## config.mk

```make
export PLATFORM = sky130hd
export DESIGN_NAME = control_sequencer_flat
export DESIGN_NICKNAME = d
export VERILOG_FILES = /design/src/rtl/control_sequencer_if.sv /design/src/rtl/control_sequencer.sv /design/src/flat_wrapper.sv
export SDC_FILE = /design/constraint.sdc
export NUM_CORES = 1
export LEC_CHECK = 0
export ABC_CLOCK_PERIOD_IN_PS = 2400
export CAP_MARGIN = 40
export CORE_MARGIN = 2
export CORE_UTILIZATION = 60
export DETAILED_ROUTE_END_ITERATION = 7
export DONT_BUFFER_PORTS = 1
export PLACE_DENSITY = 0.8
export SLEW_MARGIN = 20
export SYNTH_ARGS = -nofsm -noshare
export SYNTH_HDL_FRONTEND = slang
export SYNTH_SLANG_ARGS = --single-unit
```

## constraint.sdc

```tcl
create_clock -name Clock -period 2.4 [get_ports Clock]
set_input_delay 0.48 -clock Clock [delete_from_list [all_inputs] [get_ports Clock]]
set_output_delay 0.48 -clock Clock [all_outputs]
set_load 0.01 [all_outputs]
```

## src/rtl/control_sequencer_if.sv

```systemverilog
// Control bundle between the sequencer and the datapath: IR/Stop in, strobes out.
// master = sequencer side, slave = datapath side.
interface control_sequencer_if;
   logic [31:0] IR;
   logic        Stop;
   logic        PCout, Zlowout, Zhighout, MDRout;
   logic        MARin, PCin, MDRin, IRin, Yin, Zlowin, Zhighin, LOin, HIin;
   logic        IncPC, Read;
   logic [15:0] Rout, Rin;
   logic [4:0]  operation;
   logic        Run;

   modport master (
      input  IR, Stop,
      output PCout, Zlowout, Zhighout, MDRout,
      output MARin, PCin, MDRin, IRin, Yin, Zlowin, Zhighin, LOin, HIin,
      output IncPC, Read, Rout, Rin, operation, Run
   );

   modport slave (
      output IR, Stop,
      input  PCout, Zlowout, Zhighout, MDRout,
      input  MARin, PCin, MDRin, IRin, Yin, Zlowin, Zhighin, LOin, HIin,
      input  IncPC, Read, Rout, Rin, operation, Run
   );
endinterface

```

## src/rtl/control_sequencer.sv

```systemverilog
// Moore control sequencer for a bus-based CPU: fetch in T0-T2, class decode in T3,
// execute in T4-T6, with pause (STOPPED) and absorbing HALT.
module control_sequencer (
   input  logic               Clock,
   input  logic               Reset,
   control_sequencer_if.master bus
);

   typedef enum logic [3:0] {
      RESET_ST, T0, T1, T2, T3, T4, T5, T6, STOPPED, HALT
   } state_t;

   state_t      state, next_state;
   logic [4:0]  opcode;
   logic        is_alu, is_muldiv, is_halt;
   logic [15:0] ra_sel, rb_sel, rc_sel;

   assign opcode    = bus.IR[31:27];
   assign is_alu    = (opcode >= 5'b00011) && (opcode <= 5'b01011);
   assign is_muldiv = (opcode == 5'b01110) || (opcode == 5'b01111);
   assign is_halt   = (opcode == 5'b11011);
   assign ra_sel    = 16'd1 << bus.IR[26:23];
   assign rb_sel    = 16'd1 << bus.IR[22:19];
   assign rc_sel    = 16'd1 << bus.IR[18:15];

   always_ff @(posedge Clock or posedge Reset) begin
      if (Reset)
         state <= RESET_ST;
      else
         state <= next_state;
   end

   // Outputs depend only on the registered state and the current IR, so an
   // asynchronous reset clears every strobe in the same instant.
   always_comb begin
      next_state    = state;
      bus.PCout     = 1'b0;
      bus.Zlowout   = 1'b0;
      bus.Zhighout  = 1'b0;
      bus.MDRout    = 1'b0;
      bus.MARin     = 1'b0;
      bus.PCin      = 1'b0;
      bus.MDRin     = 1'b0;
      bus.IRin      = 1'b0;
      bus.Yin       = 1'b0;
      bus.Zlowin    = 1'b0;
      bus.Zhighin   = 1'b0;
      bus.LOin      = 1'b0;
      bus.HIin      = 1'b0;
      bus.IncPC     = 1'b0;
      bus.Read      = 1'b0;
      bus.Rout      = 16'h0000;
      bus.Rin       = 16'h0000;
      bus.operation = 5'b00000;
      bus.Run       = 1'b1;

      case (state)
         RESET_ST: begin
            bus.Run    = 1'b0;
            next_state = T0;
         end
         T0: begin
            bus.PCout  = 1'b1;
            bus.MARin  = 1'b1;
            bus.IncPC  = 1'b1;
            bus.Zlowin = 1'b1;
            next_state = T1;
         end
         T1: begin
            bus.Zlowout = 1'b1;
            bus.PCin    = 1'b1;
            bus.Read    = 1'b1;
            bus.MDRin   = 1'b1;
            next_state  = T2;
         end
         T2: begin
            bus.MDRout = 1'b1;
            bus.IRin   = 1'b1;
            next_state = T3;
         end
         T3: begin
            if (is_alu || is_muldiv) begin
               bus.Rout   = rb_sel;
               bus.Yin    = 1'b1;
               next_state = T4;
            end else if (is_halt) begin
               next_state = HALT;
            end else begin
               next_state = bus.Stop ? STOPPED : T0;
            end
         end
         T4: begin
            bus.Rout      = rc_sel;
            bus.Zlowin    = 1'b1;
            bus.Zhighin   = is_muldiv;
            bus.operation = opcode;
            next_state    = T5;
         end
         T5: begin
            bus.Zlowout = 1'b1;
            if (is_muldiv) begin
               bus.LOin   = 1'b1;
               next_state = T6;
            end else begin
               bus.Rin    = ra_sel;
               next_state = bus.Stop ? STOPPED : T0;
            end
         end
         T6: begin
            bus.Zhighout = 1'b1;
            bus.HIin     = 1'b1;
            next_state   = bus.Stop ? STOPPED : T0;
         end
         STOPPED: begin
            bus.Run    = 1'b0;
            next_state = bus.Stop ? STOPPED : T0;
         end
         HALT: begin
            bus.Run    = 1'b0;
            next_state = HALT;
         end
         default: begin
            bus.Run    = 1'b0;
            next_state = RESET_ST;
         end
      endcase
   end

endmodule

```

## src/flat_wrapper.sv

```systemverilog
// flat-port wrapper written by rule: the top's interface ports become plain ports
module control_sequencer_flat 
  (Clock, Reset, bus_IR, bus_Stop, bus_PCout, bus_Zlowout, bus_Zhighout, bus_MDRout, bus_MARin, bus_PCin, bus_MDRin, bus_IRin, bus_Yin, bus_Zlowin, bus_Zhighin, bus_LOin, bus_HIin, bus_IncPC, bus_Read, bus_Rout, bus_Rin, bus_operation, bus_Run);
  control_sequencer_if bus_i ();
  input  logic Clock;
  input  logic Reset;
  input wire logic [$bits(bus_i.IR)-1:0] bus_IR;
  input wire logic [$bits(bus_i.Stop)-1:0] bus_Stop;
  output wire logic [$bits(bus_i.PCout)-1:0] bus_PCout;
  output wire logic [$bits(bus_i.Zlowout)-1:0] bus_Zlowout;
  output wire logic [$bits(bus_i.Zhighout)-1:0] bus_Zhighout;
  output wire logic [$bits(bus_i.MDRout)-1:0] bus_MDRout;
  output wire logic [$bits(bus_i.MARin)-1:0] bus_MARin;
  output wire logic [$bits(bus_i.PCin)-1:0] bus_PCin;
  output wire logic [$bits(bus_i.MDRin)-1:0] bus_MDRin;
  output wire logic [$bits(bus_i.IRin)-1:0] bus_IRin;
  output wire logic [$bits(bus_i.Yin)-1:0] bus_Yin;
  output wire logic [$bits(bus_i.Zlowin)-1:0] bus_Zlowin;
  output wire logic [$bits(bus_i.Zhighin)-1:0] bus_Zhighin;
  output wire logic [$bits(bus_i.LOin)-1:0] bus_LOin;
  output wire logic [$bits(bus_i.HIin)-1:0] bus_HIin;
  output wire logic [$bits(bus_i.IncPC)-1:0] bus_IncPC;
  output wire logic [$bits(bus_i.Read)-1:0] bus_Read;
  output wire logic [$bits(bus_i.Rout)-1:0] bus_Rout;
  output wire logic [$bits(bus_i.Rin)-1:0] bus_Rin;
  output wire logic [$bits(bus_i.operation)-1:0] bus_operation;
  output wire logic [$bits(bus_i.Run)-1:0] bus_Run;
  assign bus_i.IR = bus_IR;
  assign bus_i.Stop = bus_Stop;
  assign bus_PCout = bus_i.PCout;
  assign bus_Zlowout = bus_i.Zlowout;
  assign bus_Zhighout = bus_i.Zhighout;
  assign bus_MDRout = bus_i.MDRout;
  assign bus_MARin = bus_i.MARin;
  assign bus_PCin = bus_i.PCin;
  assign bus_MDRin = bus_i.MDRin;
  assign bus_IRin = bus_i.IRin;
  assign bus_Yin = bus_i.Yin;
  assign bus_Zlowin = bus_i.Zlowin;
  assign bus_Zhighin = bus_i.Zhighin;
  assign bus_LOin = bus_i.LOin;
  assign bus_HIin = bus_i.HIin;
  assign bus_IncPC = bus_i.IncPC;
  assign bus_Read = bus_i.Read;
  assign bus_Rout = bus_i.Rout;
  assign bus_Rin = bus_i.Rin;
  assign bus_operation = bus_i.operation;
  assign bus_Run = bus_i.Run;
  control_sequencer u_core (.Clock(Clock), .Reset(Reset), .bus(bus_i));
endmodule
```

## Word level (Yosys, flattened, before mapping)

Cells that the tools add are included.

- Register bits after elaboration: 4
- Bits in latches: 0
- Bits in writable memories: 0
- Memory bits (read-only): 0
- Input port bits: 35
- Logic and storage cells: 48
- Memories kept: 0

- Add/subtract/negate cells: 0
- Multiply operators: 0
- Divide/modulo/power cells: 0
- $lt $le $gt $ge: 2
- Equality and inequality tests: 12
- Shifts and indexed selects: 3
- Multiplexer cells: 22
- Bitwise gates (word level): 0
- Reductions and logical operators: 8

Operators with widths:

| kind | number |
|---|---|
| 2-to-1 mux 16 bit | 3 |
| left shift 1 x 4 -> 16 bit (first input constant) | 3 |
| one-hot mux 4 bit (9 select lines) | 1 |
| one-hot mux 16 bit (2 select lines) | 1 |
| == test 4 x 3 -> 1 bit (second input constant) | 4 |
| 2-to-1 mux 4 bit | 4 |
| 2-to-1 mux 1 bit | 12 |
| == test 5 x 4 -> 1 bit (second input constant) | 2 |
| == test 4 x 2 -> 1 bit (second input constant) | 2 |
| == test 4 bit (second input constant) | 2 |
| OR reduction 7 bit | 1 |
| OR reduction 2 bit | 3 |
| == test 5 bit (second input constant) | 1 |
| >= comparator 5 x 2 -> 1 bit (second input constant) | 1 |
| less-or-equal comparator 5 x 4 -> 1 bit (second input constant) | 1 |
| 2-to-1 mux 5 bit | 1 |
| == test 4 x 1 -> 1 bit (second input constant) | 1 |
| zero test 4 bit | 1 |
| logical OR 1 bit | 2 |
| logical AND 1 bit | 1 |

## Depth between registers and ports, before layout

Gate-level depths: netlist of run 1.

- Depth after elaboration: 5
- Gate-level depth with buffers: 5
- Mapped depth without buffers: 4

## Worst setup path before layout of run 1

Ideal clock, no wire load.

- Path type: register to output
- Start point: reg u_core.state[3]
- End point: out bus_Rin[0]
- Arrival time: 1.482 ns
- Data required time: 1.920 ns
- Setup slack: 0.438 ns
- Stages on the path, launching flop included: 5
- Path buffers: 0
- Path through: dfrtp_1 -> nand2b_1 -> nor3b_4 -> or3b_1 -> nor3_2

- Cells in the longest elaborated chain, start to end: 2

RTL lines:

| what | RTL line | RTL |
|---|---|---|
| start: declaration | control_sequencer.sv:13 | `state_t state, next_state;` |
| start signal: assignment | control_sequencer.sv:30 | `state <= next_state;` |
| == test 4 x 3 -> 1 bit | control_sequencer.sv:57 | `case (state)` |
| 2-to-1 mux 16 bit | control_sequencer.sv:57 |  |
| end: declaration | flat_wrapper.sv:25 | `output wire logic [$bits(bus_i.Rin)-1:0] bus_Rin;` |

No other way between the ends.

## Final worst setup path of run 1

- Start point: reg u_core.state[3]
- End point: out bus_Rin[1]

Same word-level chain as after synthesis.

==> results of run 1 <==
-- logic make-up (layout without fill, tap and decap cells) --
| group | count (synthesis) | in the layout | share of synthesized area (%) |
|---|---|---|---|
| AO/OA/AOI/OAI | 31 | 31 | 25.8 |
| buffers and inverters | 12 | 14 | 8.21 |
| flip-flops | 4 | 4 | 11.9 |
| AND/OR/NAND/NOR | 78 | 78 | 54.0 |
-- stage by stage --
step	worst slack (ns)	power, mW	setup TNS, ns	std cells
floorplan	0.438	0.537	0	125
global placement	0.318	0.600	0	138
detailed placement	0.294	0.615	0	138
CTS	0.0369	0.707	0	142
global route	-0.000768	0.779	-0.000768	142
finish	0.0955	0.717	0	142
-- cells in the mapped netlist, drive strengths merged --
| master | number | area share [%] |
|---|---|---|
| a211oi | 1 | 0.90 |
| a21oi | 4 | 2.4 |
| a221oi | 1 | 1.0 |
| a22oi | 1 | 0.90 |
| a311oi | 1 | 3.1 |
| a31o | 2 | 2.1 |
| and2 | 1 | 0.75 |
| and3 | 4 | 3.0 |
| buf | 7 | 6.0 |
| clkbuf | 3 | 1.3 |
| dfrtp | 4 | 12 |
| inv | 2 | 0.89 |
| nand2 | 5 | 2.2 |
| nand2b | 9 | 6.7 |
| nand3 | 3 | 1.8 |
| nand3b | 4 | 3.6 |
| nand4 | 2 | 1.5 |
| nand4b | 3 | 4.9 |
| nor2 | 25 | 11 |
| nor2b | 2 | 1.5 |
| nor3 | 11 | 7.8 |
| nor3b | 3 | 4.0 |
| nor4b | 1 | 1.0 |
| o211ai | 1 | 0.90 |
| o21ai | 3 | 1.8 |
| o22ai | 17 | 13 |
| or2 | 3 | 2.2 |
| or3 | 1 | 0.75 |
| or3b | 1 | 1.0 |
-- worst register-to-register path, cell delays in order (launching register included) --
cell and delay (ns):
dfrtp_1 0.36, buf_4 0.17, nor2b_1 0.15, buf_4 0.16, a31o_2 0.25, a22oi_1 0.18
o21ai_0 0.10
-- layout by cell type (no fill, tap or decap), types with 2 or more instances in the layout --
cell type / netlist / layout
a21oi_1: 4 / 4
o22ai_1: 17 / 17
nor3b_1: 2 / 2
nand4_1: 2 / 2
nor2_1: 25 / 25
nand2b_1: 9 / 9
nand3_1: 3 / 3
dfrtp_1: 4 / 3
and3_1: 4 / 4
nor2b_1: 2 / 2
nor3_1: 9 / 9
buf_4: 6 / 8
clkbuf_4: 0 / 3
a31o_2: 2 / 2
nand3b_1: 4 / 4
nand4b_1: 2 / 2
or2_2: 3 / 3
nand2_1: 5 / 5
o21ai_0: 3 / 3
-- repair_timing --
item | in CTS | in global routing
resized for setup | 0 | 2
hold endpoints to repair | 2 | 0
setup endpoints to repair | 0 | 6
buffers inserted | 0 | 0
hold buffers | 1 | 0
-- path summary, 6_finish.rpt --
path                                             end  slack [ns]  depth (start not counted)
setup / recovery                          bus_Rin[1]         0.1                          4
hold / removal             u_core.state[3]$_DFF_PP0_        0.39                          2
setup reg to reg           u_core.state[3]$_DFF_PP0_        0.90                          6
hold reg to reg            u_core.state[1]$_DFF_PP0_        0.64                          2
max in group asynchronous  u_core.state[1]$_DFF_PP0_        1.67                          2
min in group asynchronous  u_core.state[0]$_DFF_PP0_        0.57                          2
-- area by class of cell --
type	count	area (µm²)	area share, %
clock buffer	3	22.5	2.51
inverter	2	7.51	0.838
multi-input combinational	109	676	75.4
sequential	4	101	11.3
tap	15	18.8	2.09
timing repair buffer	9	70.1	7.82
-- layer usage --
layer	up-vias	GRT usage, %	wire (µm)
met5	-	0	0
met4	0	11.3	29
met3	2	1.60	185
met2	54	43.0	1170
met1	450	27.2	860
li1	470	-	-
-- report_power, final --
group          internal, mW  total [mW]  switching, mW  leakage, nW
clock                0.0562      0.0885         0.0322       0.0138
sequential           0.0967       0.127         0.0299       0.0495
combinational         0.190       0.502          0.312        0.249
==> out/metrics.yaml, run 1 <==
grt_pass1_wl_mm: 2.70
ant_nets: 0
grt_max_degree: 15
port_buffers: 0
cp_num_buf_inv: 0
holdWs_ns: 0.385
crit_slowest_cell: "or3b_1"
crit_path_start_kind: "flop"
period_share_pct: 96.0
ioPinCount: 88
cp-end-kind: "output pin"
syn_inst: 125
max-cap-violations: 0
period_needed_ns: 2.30
drtIter0Drc: 36
hold_start: "bus_Stop"
coreArea_um2: 1300
area_delta_synth_final_pct: 6.87
drv_slew: 0
clock_sinks: 4
required_ns: 1.92
skew_ns: 0.00536
regMostFlops: "u_core.state"
cts_buffer_depth: 2
cp_cell_sequence: "nand2b_1, nor3b_4, or3b_1, nor2_1"
dieArea_um2: 1710
fin_nets: 164
max_stage_delay_ns: 0.45
drtPass1Iterations: 4
dpl_cell_area_um2: 856
drive_above_1_share_pct: 18.1
hold_path.class: "in2reg"
routedWlPerCell_um: 15.8
ys_ff_latch: 4
cts_tree: "built"
syn_area_um2: 838
globalRouteOverflowTotal: 0
fin_area_um2: 896
hold_viol_final: 0
track_usage_pct: 23.5
gp_congestion: 0.783
rr_startpoint: "u_core.state[2]$_DFF_PP0_"
status: "finished, final reports clean"
dr_total_vias: 976
num_rows: 13
clk_pin_slew_ns: 0.04
leakagePower_nw: 0.312
criticalPathCategory: "reg2out"
clk_latency_ns: 0.25
syn-num-nets: 160
antenna_found_initial: 0
power_density_nw_per_um2: 801
antenna_cells: 0
cts_buffers: 3
cp_top_family: "simple AND/OR/NAND/NOR gates"
drc: 0
synth_warnings: 0
drt_wl_total_mm: 2.25
reg_top3: "u_core.state: 4 flops"
irDropWorstVdd_mv: 0.834
cts-htree-levels: 1
worst_slew_pin_slew_ns: 0.666
grt_pass1_vias: 696
die_w_um: 41.4
die_height_um: 41.4
fmax_mhz: 434
largest_reg_flops: 4
finalSetupViolCount: 0
synth.avg_cell_area_um2: 6.71
critPathLaunch: "u_core.state[3]$_DFF_PP0_"
place_hpwl_mm: 1.76
cp_max_fo: 5
timing.slew.headroom_pct: 55.3
avgViaCountPerCell: 6.87
ys_types: 34
finish.utilization_pct: 68.8
yosysSeqAreaShare_pct: 11.9
initial_core_util_pct: 64.4
cp.arrival_ns: 1.82
n_fill_cell: 119
rsz0062_at_grt: "yes"
root_buffer: "clkbuf_4"
Note: power is estimated with default switching activity, not from simulation.
==> run 2: changes to the inputs <==
--- a/config.mk
+++ b/config.mk
@@ -5,9 +5,8 @@
 export SDC_FILE = /design/constraint.sdc
 export NUM_CORES = 1
 export LEC_CHECK = 0
-export ABC_CLOCK_PERIOD_IN_PS = 2400
+export ABC_CLOCK_PERIOD_IN_PS = 2260
 export CAP_MARGIN = 40
-export CORE_MARGIN = 2
 export CORE_UTILIZATION = 60
 export DETAILED_ROUTE_END_ITERATION = 7
 export DONT_BUFFER_PORTS = 1
==> constraint.sdc (replaced) <==
create_clock -name Clock -period 2.26 [get_ports Clock]
set_input_delay 0.452 -clock Clock [delete_from_list [all_inputs] [get_ports Clock]]
set_output_delay 0.452 -clock Clock [all_outputs]
set_load 0.01 [all_outputs]
==> out/metrics.yaml, run 2 (same netlist as run 1, synthesis figures left out) <==
status: "finished, final reports clean"
drc: 0
reg_top3: "u_core.state: 4 flops"
fmax_mhz: 451
crit_path_start_kind: "flop"
dp_cells: 140
root_buffer: "clkbuf_4"
antenna_found_initial: 0
fin_nets: 166
die_height_um: 39.4
grt_pass1_vias: 682
final_cell_mix: "22 x nor2_1, 17 x o22ai_1, 10 x buf_4, 9 x nor3_1, 7 x nand2b_1"
cts_buffers: 3
initial_core_util_pct: 64.4
post-cts-setup-buffers: 0
crit_path_end: "bus_Rout[2]"
cp.arrival_ns: 1.77
place_hpwl_mm: 1.67
area_delta_synth_final_pct: 11.9
hold_path.class: "in2reg"
critPathLaunch: "u_core.state[2]$_DFF_PP0_"
largest_reg_flops: 4
p_sw_uw: 405
regMostFlops: "u_core.state"
drive_above_1_share_pct: 24.8
p_int_uw: 395
period_needed_ns: 2.22
period_share_pct: 98.2
required_ns: 1.81
cts_tree: "built"
layout_commonest_cell: "nor2_1"
cp-end-kind: "output pin"
n_fill_cell: 104
port_buffers: 0
ioPinCount: 88
holdWs_ns: 0.409
routedWlPerCell_um: 15.6
swShare_pct: 50.6
clk_pin_slew_ns: 0.04
cts-htree-levels: 1
fin_area_um2: 938
drtPass1Iterations: 5
timing.slew.headroom_pct: 72.5
leakagePower_nw: 0.331
rr_startpoint: "u_core.state[2]$_DFF_PP0_"
antenna_cells: 0
finalSetupViolCount: 0
ff2ff_setup_slack_ns: 0.68
grt_max_degree: 15
globalRouteOverflowTotal: 0
drv_slew: 0
track_usage_pct: 25.3
ant_nets: 0
pwr-share-seq_pct: 20.7
drt_wl_total_mm: 2.25
setup_tns_ns: 0
clk_latency_ns: 0.23
r2r_cells: 6
dieArea_um2: 1550
die_w_um: 39.4
coreArea_um2: 1300
pwr-share-comb_pct: 68.8
power_density_nw_per_um2: 853
cp_max_fo: 8
dr_total_vias: 1003
rsz0062_at_grt: "yes"
dpl_cell_area_um2: 871
hold_viol_final: 0
criticalPathCategory: "reg2out"
worst_slew_pin_slew_ns: 0.410
gp_congestion: 0.831
max-cap-violations: 0
skew_ns: 0.00485
clock_sinks: 4
r2r_end: "u_core.state[3]$_DFF_PP0_"
grt_pass1_wl_mm: 2.78
irDropWorstVdd_mv: 0.954
clock_power_share_pct: 10.5
num_rows: 13
cts_buffer_depth: 2
avgViaCountPerCell: 6.97
drtIter0Drc: 46
final_cells: 144
run 2: cell count changes in the layout (fill, tap and decap cells not counted), moves of 2 or more:
| cell | change |
|---|---|
| nand2b_1 | -2 |
| nor2_1 | -3 |
| buf_4 | +2 |
| nor2_2 | +3 |
run 2: power by group through the flow:
stage / logic [mW] / clock network, mW / registers [mW]
after CTS: 0.530 / 0.0881 / 0.149
after floorplan: 0.450 / 0 / 0.120
after detailed placement: 0.524 / 0 / 0.150
after global placement: 0.514 / 0 / 0.146
final: 0.550 / 0.0843 / 0.166
after global routing: 0.609 / 0.0906 / 0.174
run 2: routing by layer:
layer | up-vias | wire length, µm | part of all wire [%] | GRT usage, %
li1 | 480 | - | - | -
met1 | 463 | 852 | 38 | 32.6
met2 | 58 | 1230 | 55 | 44.6
met3 | 2 | 159 | 7.1 | 2.84
met4 | 0 | 6 | 0.27 | 5.17
met5 | - | 0 | 0 | 0
run 2: layout make-up:
type,count,area (µm²),share of cell area [%]
multi-input combinational,109,702,74.8
sequential,4,103,10.9
timing repair buffer,11,85.1,9.07
clock buffer,3,22.5,2.40
tap,15,18.8,2.00
inverter,2,7.51,0.800
run 2: worst max-delay path, cell delays in order, from the launching register on:
cell     delay (ns)
dfrtp_1        0.41
buf_4          0.18
nor2b_1        0.17
nand2_1        0.10
or3_1          0.38
o22ai_1        0.30
run 2: worst min path at each step:
stage / start / depth (start not counted) / slack, ns / end
2_1_floorplan: Reset / 1 / 0.22 / u_core.state[0]$_DFF_PP0_
3_3_place_gp: Reset / 1 / 0.23 / u_core.state[0]$_DFF_PP0_
3_5_place_dp: Reset / 1 / 0.23 / u_core.state[3]$_DFF_PP0_
4_1_cts: bus_Stop / 2 / 0.40 / u_core.state[3]$_DFF_PP0_
5_1_grt: bus_Stop / 2 / 0.43 / u_core.state[3]$_DFF_PP0_
6_report: bus_Stop / 2 / 0.41 / u_core.state[3]$_DFF_PP0_
run 2: stage by stage:
step | utilization (%) | power (mW) | worst slack (ns)
after global placement | 66.9 | 0.660 | 0.291
after detailed placement | 66.9 | 0.674 | 0.257
after floorplan | - | 0.570 | 0.326
final | 72.1 | 0.800 | 0.0407
after global routing | 72.1 | 0.873 | -0.0579
after CTS | 69.4 | 0.767 | 0.0103
run 2: timing repair:
| action | in CTS | in global routing |
|---|---|---|
| endpoints found under the hold margin | 4 | 0 |
| hold buffers | 1 | 0 |
| gates resized for setup | 0 | 10 |
| setup endpoints to repair | 0 | 20 |
==> RTL change (settings of run 2) <==
Encoding of `state_t`: now Gray code (4 bits for 10 states).
--- a/src/rtl/control_sequencer.sv
+++ b/src/rtl/control_sequencer.sv
@@ -9,3 +9,3 @@
    typedef enum logic [3:0] {
-      RESET_ST, T0, T1, T2, T3, T4, T5, T6, STOPPED, HALT
+      RESET_ST = 4'b0000, T0 = 4'b0001, T1 = 4'b0011, T2 = 4'b0010, T3 = 4'b0110, T4 = 4'b0111, T5 = 4'b0101, T6 = 4'b0100, STOPPED = 4'b1100, HALT = 4'b1101
    } state_t;
Check against the original RTL: same outputs for any inputs over 10 cycles, from zero or initial values and one cycle with Reset high; not proved beyond that.
==> RTL change against run 2 <==
  * Cell area grew 1.2%
  * Global-route usage is 2.6 points higher
  * Power is 8.4% higher
  * Routed wire length is 9.8% higher
  * Area after synthesis decreased by 0.60%
  * Count of clock-buffer cells in the layout unchanged
  * Sequential cell count did not move
  * Die area decreased by 0.58%
  * First-iteration DRC count rose by 33%
  * Sequential power is 29% higher
  * Worst setup slack improved by 40 ps
  * Cell count rose by 5.6%
  * Combinational power up 3%
  * Critical endpoint is now bus_Rin[12]
==> RTL change: results (changes against run 2) <==
** Run status
- The run finished with clean final reports.

** Place
- Instance area after placement :: 847.1 um2 (-2.7%)
- The global placer's final weighted congestion came to 0.9440 (+14%).
- Pre-CTS setup slack :: 249.5 ps (-7.838 ps)
- The placed wire-length estimate came to 1700 um (+1.5%).

** Critical path
- Largest incremental delay on the critical path :: 510 ps (+100 ps)
- Worst-path maximum fanout :: 13 (+5)
- Highest-delay cell along the critical path :: dfrtp_2
- Register-to-register setup slack :: 960 ps (+280 ps)
- The worst register-to-register path ends at u_core.state[2]$_DFF_PP0_.
- The number of cells traversed by the worst register-to-register path is 4 (-2).
- Following the worst setup path forward leads to its endpoint at bus_Rin[12].

** Final layout
- # fillers :: 113 (+8.7%)
- Final layout net count :: 174 (+4.8%)
- The total area of multi-input combinational cells came to 695.7 um2 (-0.89%).
- The proportion of layout cells with a drive suffix above 1 was 21.90% (-2.9 points).

** Yosys
- Counting instances in the post-synthesis netlist gives the leading cell types as nor2_1, o22ai_1, nand2_1, nand2b_1, nor3_1.
- Synth unique cells :: 32 (-5.9%)
- Post-synthesis sequential area ratio :: 12.01% (+0.072 points)
- The count of mapped cells out of synthesis was 133 (+6.4%).
- After synthesis, the cell types taking the most area are dfrtp_1, o22ai_1, nor2_1.

** Global routing
- The global-route wire length before repair came to 2877 um (+3.5%).
- GR met1 Demand/Resource :: 35.64% (+3.0 points)
- The met3 usage is 5.114% (+2.3 points).
- The via count of the first global-routing pass is 696 (+2.1%).
- GRT Resource Usage Total :: 27.82% (+2.6 points)
- The routing usage on met2 came to 40.83% (-3.8 points).

** Drt
- Detail-routed via count per cell :: 7.178 (+3.0%)
- The post-detailed-routing wire length came to 2467 um (+9.8%).
- The routed metal-1 wirelength was 985 um (+16%).
- The total met2 wirelength after detailed routing was 1145 um (-6.7%).
- The detailed router's first-iteration violation count was 61 (+33%).
- Pre-antenna DRT Iters :: 4 (-1)
- The total length of routed met3 wires is 287 um (+81%).

** STA
- Clock skew after layout :: 1.965 ps (-2.888 ps)
- The worst hold slack after final layout is 433.9 ps (+25.25 ps).
- Clock period minus final worst setup slack :: 2179 ps (-40.11 ps)
- Transition at the pin with the smallest max-transition slack :: 386.8 ps (-22.96 ps)

** Power
- Peak supply drop :: 0.5239 mV (-45%)
- The cell leakage power is 0.0003228 uW (-2.5%).

** Min path
- Hold Path End :: u_core.state[0]$_DFF_PP0_
==> RTL change: report_power, final <==
group,internal (uW),leakage (uW),switching [uW],total (uW)
clock network,59.4,0.0000138,28.5,87.9
registers,112,0.0000445,102,214
logic,229,0.000265,336,565
==> RTL change: area by class of cell <==
cell class              instances  area share [%]
clock buffers                   3           2.372
inverters                       6           2.372
well taps                      15           1.976
multi-input cells             113           73.25
repair buffers                 11           8.959
flip-flops and latches          4           11.07
==> RTL change: logic make-up (layout without fill, tap and decap cells) <==
| family | after synthesis | after routing | synth area share [%] |
|---|---|---|---|
| and+or+nand+nor | 81 | 81 | 50.45 |
| AOI/OAI and AO/OA | 31 | 31 | 25.83 |
| buffers and inverters | 16 | 20 | 10.51 |
| DFF | 4 | 4 | 12.01 |
| muxes | 1 | 1 | 1.201 |
==> RTL change: repair_timing <==
item	4_1_cts	5_1_grt
setup buffers	0	2
pin swaps	0	3
endpoints found under the setup margin	8	23
hold endpoints to repair	4	0
hold buffers	1	0
resized for setup	1	12
